File: config.mk
export PLATFORM = sky130hd
export DESIGN_NAME = vdp_cpu_port
export DESIGN_NICKNAME = d
export VERILOG_FILES = /design/src/rtl/vdp_cpu_port_pkg.sv /design/src/rtl/vdp_cpu_port.sv
export SDC_FILE = /design/constraint.sdc
export NUM_CORES = 1
export LEC_CHECK = 0
export BUFFER_PORTS_ARGS = -buffer_cell sky130_fd_sc_hd__buf_2
export CORE_MARGIN = 5
export CORE_UTILIZATION = 54
export CTS_CLUSTER_DIAMETER = 150
export DETAILED_ROUTE_END_ITERATION = 7
export MAX_ROUTING_LAYER = met4
export PLACE_DENSITY = 0.77
export SYNTH_ARGS = -nofsm -noshare
export SYNTH_HDL_FRONTEND = slang
export SYNTH_SLANG_ARGS = --single-unit
File: constraint.sdc
create_clock -name clk -period 2.8 [get_ports clk]
set_input_delay 0.42 -clock clk [delete_from_list [all_inputs] [get_ports clk]]
set_output_delay 0.42 -clock clk [all_outputs]
set_load 0.03 [all_outputs]
File: src/rtl/vdp_cpu_port_pkg.sv
// Shared definitions for the VDP CPU access port: FSM states, port selects,
// pointer width and control-byte flag positions.
package vdp_cpu_port_pkg;

    localparam int unsigned PTR_W = 14;

    localparam logic RS_DATA = 1'b0;
    localparam logic RS_CTRL = 1'b1;

    localparam int unsigned REG_FLAG   = 7;
    localparam int unsigned WRITE_FLAG = 6;

    typedef enum logic [1:0] {
        StIdle,
        StReq,
        StRdWait
    } state_e;

    typedef enum logic {
        OpRead,
        OpWrite
    } op_kind_e;

    function automatic logic [PTR_W-1:0] ptr_inc(input logic [PTR_W-1:0] p);
        return p + PTR_W'(1);
    endfunction

endpackage

File: src/rtl/vdp_cpu_port.sv
// CPU-side VDP access port: decodes data/control port strobes into VRAM cycles
// (one pending-op slot, read-ahead buffer) and VDP register write pulses.
module vdp_cpu_port
    import vdp_cpu_port_pkg::*;
#(
    parameter int unsigned A = 14,
    parameter int unsigned D = 8
) (
    input  logic         clk,
    input  logic         rst_n,
    input  logic         cpu_cs,
    input  logic         cpu_rw,
    input  logic         cpu_rs,
    input  logic [7:0]   cpu_din,
    output logic [7:0]   cpu_dout,
    input  logic [5:0]   status_in,
    output logic         vram_req,
    input  logic         vram_grant,
    output logic [A-1:0] vram_addr,
    output logic [D-1:0] vram_din,
    output logic         vram_we,
    input  logic [D-1:0] vram_dout,
    output logic         reg_we,
    output logic [2:0]   reg_num,
    output logic [7:0]   reg_val,
    output logic         busy
);

    state_e             state_q, state_d;
    logic [PTR_W-1:0]   ptr_q, ptr_d;
    logic               toggle_q, toggle_d;
    logic [7:0]         low_q, low_d;
    logic               overrun_q, overrun_d;
    logic [7:0]         readbuf_q, readbuf_d;
    logic [7:0]         dout_q, dout_d;
    logic               reg_we_q, reg_we_d;
    logic [2:0]         reg_num_q, reg_num_d;
    logic [7:0]         reg_val_q, reg_val_d;
    logic [PTR_W-1:0]   op_addr_q, op_addr_d;
    logic [D-1:0]       op_data_q, op_data_d;
    op_kind_e           op_kind_q, op_kind_d;

    logic               queue;
    logic               accept;
    op_kind_e           queue_kind;
    logic [PTR_W-1:0]   queue_addr;

    assign busy = (state_q != StIdle);

    // Strobe decode and register-level side effects.
    always_comb begin
        ptr_d      = ptr_q;
        toggle_d   = toggle_q;
        low_d      = low_q;
        overrun_d  = overrun_q;
        dout_d     = dout_q;
        reg_we_d   = 1'b0;
        reg_num_d  = reg_num_q;
        reg_val_d  = reg_val_q;
        op_addr_d  = op_addr_q;
        op_data_d  = op_data_q;
        op_kind_d  = op_kind_q;
        queue      = 1'b0;
        queue_kind = OpRead;
        queue_addr = ptr_q;
        accept     = 1'b0;

        if (cpu_cs) begin
            if (cpu_rs == RS_CTRL) begin
                if (cpu_rw) begin
                    dout_d    = {busy, overrun_q, status_in};
                    toggle_d  = 1'b0;
                    overrun_d = 1'b0;
                end else if (!toggle_q) begin
                    low_d    = cpu_din;
                    toggle_d = 1'b1;
                end else begin
                    toggle_d = 1'b0;
                    if (cpu_din[REG_FLAG]) begin
                        reg_we_d  = 1'b1;
                        reg_num_d = cpu_din[2:0];
                        reg_val_d = low_q;
                    end else begin
                        // Pointer moves even if the prefetch below gets dropped.
                        ptr_d      = {cpu_din[5:0], low_q};
                        queue_addr = {cpu_din[5:0], low_q};
                        queue      = !cpu_din[WRITE_FLAG];
                    end
                end
            end else begin
                toggle_d   = 1'b0;
                queue      = 1'b1;
                queue_kind = cpu_rw ? OpRead : OpWrite;
                if (cpu_rw) begin
                    dout_d = readbuf_q;
                end
            end
        end

        if (queue) begin
            if (busy) begin
                overrun_d = 1'b1;
            end else begin
                accept    = 1'b1;
                op_addr_d = queue_addr;
                op_data_d = D'(cpu_din);
                op_kind_d = queue_kind;
                ptr_d     = ptr_inc(queue_addr);
            end
        end
    end

    // VRAM cycle sequencing.
    always_comb begin
        state_d   = state_q;
        vram_req  = 1'b0;
        vram_we   = 1'b0;
        readbuf_d = readbuf_q;

        unique case (state_q)
            StIdle: begin
                if (accept) begin
                    state_d = StReq;
                end
            end
            StReq: begin
                vram_req = 1'b1;
                if (vram_grant) begin
                    if (op_kind_q == OpWrite) begin
                        vram_we = 1'b1;
                        state_d = StIdle;
                    end else begin
                        state_d = StRdWait;
                    end
                end
            end
            StRdWait: begin
                readbuf_d = 8'(vram_dout);
                state_d   = StIdle;
            end
            default: state_d = StIdle;
        endcase
    end

    always_ff @(posedge clk or negedge rst_n) begin
        if (!rst_n) begin
            state_q   <= StIdle;
            ptr_q     <= '0;
            toggle_q  <= 1'b0;
            low_q     <= '0;
            overrun_q <= 1'b0;
            readbuf_q <= '0;
            dout_q    <= '0;
            reg_we_q  <= 1'b0;
            reg_num_q <= '0;
            reg_val_q <= '0;
            op_addr_q <= '0;
            op_data_q <= '0;
            op_kind_q <= OpRead;
        end else begin
            state_q   <= state_d;
            ptr_q     <= ptr_d;
            toggle_q  <= toggle_d;
            low_q     <= low_d;
            overrun_q <= overrun_d;
            readbuf_q <= readbuf_d;
            dout_q    <= dout_d;
            reg_we_q  <= reg_we_d;
            reg_num_q <= reg_num_d;
            reg_val_q <= reg_val_d;
            op_addr_q <= op_addr_d;
            op_data_q <= op_data_d;
            op_kind_q <= op_kind_d;
        end
    end

    assign cpu_dout  = dout_q;
    assign reg_we    = reg_we_q;
    assign reg_num   = reg_num_q;
    assign reg_val   = reg_val_q;
    assign vram_addr = op_addr_q[A-1:0];
    assign vram_din  = op_data_q;

endmodule

## After elaboration in Yosys (flattened, before gate mapping)

Index checks and enable logic that the tools add are counted.
W data, S select, Z words.

| storage, ports and cells | value |
|---|---|
| flip-flop bits (word level) | 77 |
| input port bits | 28 |
| output and inout port bits | 45 |
| word-level logic and storage cells | 70 |

| cells by class | value |
|---|---|
| add/subtract/negate cells | 1 |
| equality and inequality tests | 4 |
| mux-type cells | 41 |
| bitwise logic cells | 3 |
| reductions and logical operators | 8 |

Operators by type and width:

| kind | number |
|---|---|
| $mux W14 | 7 |
| $mux W1 | 27 |
| $mux W8 | 3 |
| $add A14 B1 Y14 const B | 1 |
| $mux W2 | 3 |
| $reduce_and A2 Y1 | 3 |
| $reduce_and A5 Y1 | 1 |
| $ne A2 B2 Y1 const B | 2 |
| $pmux W2 S2 | 1 |
| $reduce_and A4 Y1 | 1 |
| $not A1 Y1 | 3 |
| $eq A2 B1 Y1 const B | 1 |
| $eq A2 B2 Y1 const B | 1 |
| $logic_not A2 Y1 | 1 |
| $reduce_bool A2 Y1 | 1 |
| $logic_not A1 Y1 | 1 |

## Longest topological paths before layout

Gate-level depths: netlist (run 1).

| depth | value |
|---|---|
| word-level depth | 9 |
| mapped depth | 12 |
| mapped depth without buffers | 10 |

## Worst setup path after synthesis (run 1)

Ideal clock, no wire load.

| timing | value |
|---|---|
| path type | input -> register |
| from | input cpu_rs |
| to | register ptr_q[10] |
| data arrival time | 2.372 ns |
| setup slack | 0.303 ns |
| cell stages on the path | 12 |
| cells stage by stage | buf_4 -> nand3b_1 -> nor2_1 -> buf_2 -> mux2i_1 -> inv_1 -> ha_1 -> inv_1 -> a211oi_4 -> o211ai_1 -> xnor2_1 -> mux2_2 |

| between the ends | value |
|---|---|
| cells in the longest elaborated chain, start to end | 5 |

Ends and longest elaborated chain:

| element | line | source |
|---|---|---|
| from (decl) | vdp_cpu_port.sv:13 | `input logic cpu_rs,` |
| $mux W14 | vdp_cpu_port.sv:69 | `if (cpu_rs == RS_CTRL) begin` |
| $mux W14 | vdp_cpu_port.sv:68 | `if (cpu_cs) begin` |
| via queue_addr[0] | vdp_cpu_port.sv:46 | `logic [PTR_W-1:0] queue_addr;` |
| $add A14 B1 Y14 | vdp_cpu_port_pkg.sv:25 | `return p + PTR_W'(1);` |
| $mux W14 | vdp_cpu_port.sv:101 | `if (busy) begin` |
| $mux W14 | vdp_cpu_port.sv:100 | `if (queue) begin` |
| via ptr_d[10] | vdp_cpu_port.sv:30 | `logic [PTR_W-1:0] ptr_q, ptr_d;` |
| to (signal assigned) | vdp_cpu_port.sv:162 | `ptr_q <= ptr_d;` |
| to (decl) | vdp_cpu_port.sv:30 |  |

The timed path passes the listed nets, and every way through them passes these cells.
A chain may end at the register's enable or synchronous reset.

## Final worst setup path (run 1)

| timing | value |
|---|---|
| from | register toggle_q |
| to | register ptr_q[10] |

| between the ends | value |
|---|---|
| cells in the longest elaborated chain, start to end | 7 |

Ends and longest elaborated chain:

| element | line | source |
|---|---|---|
| from (decl) | vdp_cpu_port.sv:31 | `logic toggle_q, toggle_d;` |
| from (signal assigned) | vdp_cpu_port.sv:163 | `toggle_q <= toggle_d;` |
| $mux W14 | vdp_cpu_port.sv:74 | `end else if (!toggle_q) begin` |
| $mux W14 | vdp_cpu_port.sv:70 | `if (cpu_rw) begin` |
| $mux W14 | vdp_cpu_port.sv:69 |  |
| $mux W14 | vdp_cpu_port.sv:68 |  |
| via queue_addr[0] | vdp_cpu_port.sv:46 |  |
| $add A14 B1 Y14 | vdp_cpu_port_pkg.sv:25 |  |
| $mux W14 | vdp_cpu_port.sv:101 |  |
| $mux W14 | vdp_cpu_port.sv:100 |  |
| via ptr_d[10] | vdp_cpu_port.sv:30 |  |

The timed path passes the listed nets, and every way through them passes these cells.

==> results_dict.tcl, run 1 <==
set metrics [dict create \
    ctsResizeCount 0 \
    synth_top_area_share_pct 55.3 \
    h-tree-depth 3 \
    period_share_pct 82.2 \
    syn_nets 331 \
    path_class "flop to flop" \
    synth_area_um2 3480 \
    postCtsSetupRepairBufs 0 \
    synth-edff-count 0 \
    post-route-min-period_ns 2.30 \
    seq_area_frac_synth_pct 55.3 \
    wl_per_cell_um 16.5 \
    finalSetupViolations 0 \
    drc 0 \
    synthXorXnorAreaFrac_pct 4.28 \
    root_buffer "clkbuf_8" \
    grtUsageMet1_pct 27.3 \
    cp.required_ns 3.03 \
    max_cap_violations 0 \
    r2r_slack_ns 0.50 \
    antenna_found_initial 0 \
    vias 2536 \
    cts_hold_buf 0 \
    critPathArrivalTime_ns 2.53 \
    end_kind "flop" \
    hold_viol 0 \
    use_met2_pct 28.4 \
    num_io_pins 73 \
    outcome "completed" \
    place.gp.congestion 0.849 \
    synth_top_family_by_area "multiplexers" \
    p_comb_share_pct 32.0 \
    clock_latency_ns 0.34 \
    grt_pass1_vias 2572 \
    vias_per_cell 5.55 \
    path_clk_slew_ns 0.08 \
    die_w_um 90.3 \
    sequentialPowerShare_pct 43.8 \
    grt_pass1_wl_um 12800 \
    cts_tree "done" \
    hpwl_um 5280 \
    cts_buffers 9 \
    p_sw_share_pct 37.3 \
    synth_seq_cells 77 \
    core_area_um2 6310 \
    worstPathBufferInverterCount 2 \
    port_buffers 72 \
    firstDrtPassIters 4 \
    slew_headroom_pct 36.5 \
    finalSetupTns_ns 0 \
    min_path_type "primary input to asynchronous set/reset pin" \
    num-nets-final 404 \
    fmax_mhz 435 \
    grt_overflow 0 \
    synth-async-reset-ratio_pct 100 \
    die_h_um 90.3 \
    initial_core_util_pct 55.2 \
    muxShareOfSynthArea_pct 16.7 \
    track_usage_pct 19.7 \
    synthFlopType "dfrtp_1" \
    avgSynthCellArea_um2 11.5 \
    ir_drop_mv 0.637 \
    yosys.area.top_type "dfrtp_1" \
    slew_viol_final 0 \
    diodes 0 \
    grt_max_degree 78 \
    critPathMaxFanout 6 \
    cp_slowest_stage_delay_ns 0.46 \
    busiest_layer "met2" \
    yosys.area_share.adder_pct 0.359 \
    p_leak_uw 0.00189 \
    rows 29 \
    power.density_nw_per_um2 930 \
    worstMarginPinSlew_ns 0.952 \
    synthSimpleGateAreaFrac_pct 12.8 \
    placed_cells 441 \
    crit_path_frequent_cell "inv_1" \
    drt_iter0_drc 182 \
    rsz0062_at_grt "no" \
    cpMaxStageDelayCell "dfrtp_1" \
    ant_nets 0 \
    power_frac_clock_pct 24.2 \
    critical_path.top_delay_family "flip-flops" \
    netlist_top_cells_area "dfrtp_1, mux2_2, mux2i_1" \
    yosysWarnings 0 \
    dieArea_um2 8150 \
    drt_wl_total_um 7550 \
    synth_common_cells "dfrtp_1, nand2_1, mux2_2, nor2_1, a21oi_1" \
    netlist_instances 302 \
    start_kind "flop" \
    switching_power_uw 1430 \
    p_int_uw 2410 \
    areaGrowthSynthToFinish_pct 18.6 \
    finClkSkew_ns 0.00754 \
    post-synth-top-count-cell "dfrtp_1" \
    clkSinkCount 77 \
    synth_compound_area_share_pct 8.19 \
    drive_gt1_share_pct 35.0 \
    cts_buffer_depth 2 \
    final_cells 457 \
    ys_types 38 \
    worstPathCellList "nand2b_1, nor2_2, mux2i_1, inv_1, ha_1, inv_1, a211oi_4, o211ai_1, xnor2_1, mux2_2" \
    grtUsageMet3_pct 4.08 \
]
[area by class of cell]
class                   count  area, um^2
inverters                   4        15.0
repair buffers             76         393
clock buffers               9         124
clock inverters             7         100
well taps                  77        96.3
multi-input cells         207        1480
fillers                   515        2180
flip-flops and latches     77        1930
[metrics by stage]
stage               hold WS, ns  total power (uW)  setup WS [ns]  utilization, %  cell area [um^2]
floorplan                 0.124              2550          0.303               -              3480
CTS                       0.261              3870          0.537            65.4              4130
global route              0.297              4060          0.389            65.4              4130
global placement          0.433              2900          0.394            61.9              3910
finish                    0.216              3840          0.499            65.4              4130
detailed placement        0.434              2940          0.253            61.9              3910
[metal layers]
layer	share of wire [%]	vias up
li1	-	1208
met1	46	1239
met2	47	75
met3	5.4	14
met4	1.7	0
met5	0	-
[worst paths after layout]
path / startpoint / endpoint / cells after the start
worst min-delay path: rst_n / vram_addr[3]$_DFFE_PN0P_ / 1
worst min register to register: op_kind_q$_DFFE_PN0P_ / state_q[1]$_DFFE_PN0P_ / 1
max in group asynchronous: rst_n / readbuf_q[7]$_DFFE_PN0N_ / 1
worst max-delay path: toggle_q$_DFFE_PN0P_ / ptr_q[10]$_DFF_PN0_ / 10
worst max register to register: toggle_q$_DFFE_PN0P_ / ptr_q[10]$_DFF_PN0_ / 10
min in group clk: vram_grant / state_q[0]$_DFFE_PN0P_ / 2
[registers in the layout, indices dropped and copies added (netlist names), 2 cells and up]
register,flops
cpu_dout,8
ptr_q,14
state_q,2
readbuf_q,8
vram_addr,14
reg_num,3
low_q,8
reg_val,8
vram_din,8
[worst reg2reg max path: stages (launching register included)]
cell	delay, ns
dfrtp_1	0.46
nand2b_1	0.16
nor2_2	0.22
mux2i_1	0.17
inv_1	0.09
ha_1	0.16
inv_1	0.07
a211oi_4	0.28
o211ai_1	0.17
xnor2_1	0.15
mux2_2	0.26
[kinds of logic after synthesis]
kind of cell / count (synthesis)
simple gates: 91
flops: 77
mux: 54
compound gates: 44
buf+inv: 18
xor+xnor: 17
fa+ha+maj: 1
[power by group through the flow]
stage                     sequential (uW)  combinational, uW  clock (uW)
after floorplan                      2010                533           0
after global placement               1690               1210           0
after detailed placement             1700               1240           0
after CTS                            1680               1240         940
after global routing                 1730               1340         989
final                                1680               1230         929
[placed cells by master, fill, tap and decap left out, drive strengths merged, types with 2 or more instances in the layout]
master / n
inv: 4
bufinv: 2
and3: 4
nor2: 27
clkinv: 2
xor2: 2
o211ai: 6
o21ai: 4
nand3: 3
a21oi: 26
nor3: 4
mux2i: 22
clkinvlp: 3
dfrtp: 77
nand2b: 2
clkbuf: 9
nand2: 35
and4: 3
a31oi: 3
buf: 76
mux2: 32
xnor2: 15
nor2b: 3
nor4b: 2
No activity file was read; power rests on OpenSTA's default activity.
==> run 2: changes to the inputs <==
==> constraint.sdc (replaced) <==
create_clock -name clk -period 2.4 [get_ports clk]
set_input_delay 0.36 -clock clk [delete_from_list [all_inputs] [get_ports clk]]
set_output_delay 0.36 -clock clk [all_outputs]
set_load 0.03 [all_outputs]
==> run 2 against run 1 <==
Critical path type unchanged. Non-clock buffer count up 7. Count of clock-buffer cells in the layout is 1 higher. Cell count up 1.5%. Fmax is 9.3% higher. Worst hold slack got worse by 0.068 ns. Final area grew 2.4%. Sequential power increased by 17%. Wire length decreased by 1.9%. Sequential share of layout area decreased by 1.1 points. Largest power group unchanged. Critical endpoint unchanged. Critical path depth unchanged.
==> results_dict.tcl, run 2 (synthesis gave the netlist of run 1 again) <==
set metrics [dict create \
    max_cap_violations 0 \
    ir_drop_mv 0.686 \
    r2r_start "toggle_q$_DFFE_PN0P_" \
    drive_gt1_share_pct 36.2 \
    end_kind "flop" \
    grt_pass1_wl_um 12700 \
    path_clk_slew_ns 0.07 \
    rsz0062_at_grt "no" \
    core_area_um2 6310 \
    antenna_found_initial 0 \
    drt_iter0_drc 151 \
    reg2reg_to "ptr_q[10]$_DFF_PN0_" \
    p_leak_uw 0.00196 \
    clock_latency_ns 0.35 \
    min_path_type "primary input to asynchronous set/reset pin" \
    finalSetupTns_ns 0 \
    cts_buffer_depth 2 \
    cp.required_ns 2.63 \
    hpwl_um 5280 \
    drc 0 \
    num-nets-final 411 \
    cts_hold_buf 0 \
    h-tree-depth 3 \
    clkSinkCount 77 \
    final_common_cell "dfrtp_1" \
    p_sw_share_pct 34.9 \
    p_int_uw 3070 \
    critPathMaxFanout 6 \
    slew_headroom_pct 37.5 \
    finClkSkew_ns 0.00804 \
    slew_viol_final 0 \
    p_comb_share_pct 30.9 \
    critPathArrivalTime_ns 2.34 \
    grt_max_degree 78 \
    period_share_pct 87.7 \
    grt_pass1_vias 2574 \
    drt_wl_total_um 7400 \
    post-route-min-period_ns 2.10 \
    multiInputGateArea_um2 1480 \
    place.gp.congestion 0.845 \
    root_buffer "clkbuf_8" \
    wl_per_cell_um 15.9 \
    cts_tree "done" \
    switching_power_uw 1650 \
    power_frac_clock_pct 27.4 \
    dieArea_um2 8150 \
    seq_area_um2 1930 \
    num_io_pins 73 \
    ant_nets 0 \
    path_class "flop to flop" \
    diodes 0 \
    sequentialPowerShare_pct 41.7 \
    fillers 493 \
    vias 2552 \
    postCtsSetupRepairBufs 0 \
    hold_viol 0 \
    grt_overflow 0 \
    power.density_nw_per_um2 1120 \
    ctsResizeCount 0 \
    finalSetupViolations 0 \
    initial_core_util_pct 55.2 \
    die_h_um 90.3 \
    fin_area_um2 4230 \
    areaGrowthSynthToFinish_pct 21.5 \
    firstDrtPassIters 4 \
    die_w_um 90.3 \
    outcome "completed" \
    place_area_um2 3960 \
    track_usage_pct 19.7 \
    rows 29 \
    worstMarginPinSlew_ns 0.938 \
    mostFrequentLayoutCells "dfrtp_1, buf_2, nand2_1" \
    start_kind "flop" \
    vias_per_cell 5.50 \
    cts_buffers 9 \
    r2r_slack_ns 0.30 \
    rr_worst_depth 10 \
    port_buffers 72 \
    fmax_mhz 475 \
]
-- run 2: changes by cell type in the layout (fill, tap and decap cells not counted), sizes merged --
cell and delta:
bufinv +2, clkinvlp -3, clkbuf +1, buf +7
-- run 2: layer usage --
layer | track usage [%] | vias up | wire length [um]
li1 | - | 1213 | -
met1 | 26.7 | 1253 | 3410
met2 | 28.7 | 70 | 3480
met3 | 3.92 | 16 | 364
met4 | 9.18 | 0 | 146
met5 | - | - | 0
-- run 2: power groups by stage --
stage / logic (uW) / registers, uW / clock network, uW
floorplan: 623 / 2350 / 0
global placement: 1440 / 1970 / 0
detailed placement: 1470 / 1990 / 0
CTS: 1480 / 1970 / 1320
global route: 1590 / 2020 / 1380
finish: 1460 / 1970 / 1290
-- run 2: worst max-delay path: stages (launching register included) --
cell,delay (ns)
dfrtp_1,0.43
nand2b_1,0.15
nor2_2,0.19
mux2i_1,0.12
inv_1,0.07
ha_1,0.16
inv_1,0.07
a211oi_4,0.24
o211ai_1,0.17
xnor2_1,0.15
mux2_2,0.25
-- run 2: worst max path at each step --
stage                              start             endpoint  slack [ns]
floorplan                         cpu_rs  ptr_q[10]$_DFF_PN0_        0.02
global placement                  cpu_rw  ptr_q[10]$_DFF_PN0_        0.23
detailed placement            cpu_din[7]  ptr_q[10]$_DFF_PN0_        0.16
CTS                 toggle_q$_DFFE_PN0P_  ptr_q[10]$_DFF_PN0_        0.29
global route        toggle_q$_DFFE_PN0P_  ptr_q[10]$_DFF_PN0_        0.05
finish              toggle_q$_DFFE_PN0P_  ptr_q[10]$_DFF_PN0_        0.30
-- run 2: area by class of cell --
type,instances,area share (%)
clock buffers,10,3.25
clock inverters,6,3.16
inverters,4,0.355
multi-input cells,207,34.9
flip-flops and latches,77,45.5
well taps,77,2.28
repair buffers,83,10.5
-- run 2: stage by stage --
| step | worst slack (ns) | total power, uW | hold slack, ns | std cells | utilization [%] |
|---|---|---|---|---|---|
| floorplan | 0.0155 | 2970 | 0.0644 | 302 | - |
| global placement | 0.234 | 3410 | 0.448 | 448 | 62.7 |
| detailed placement | 0.160 | 3460 | 0.440 | 448 | 62.7 |
| CTS | 0.290 | 4760 | 0.187 | 464 | 67.0 |
| global route | 0.0536 | 5000 | 0.225 | 464 | 67.0 |
| finish | 0.296 | 4720 | 0.148 | 464 | 67.0 |
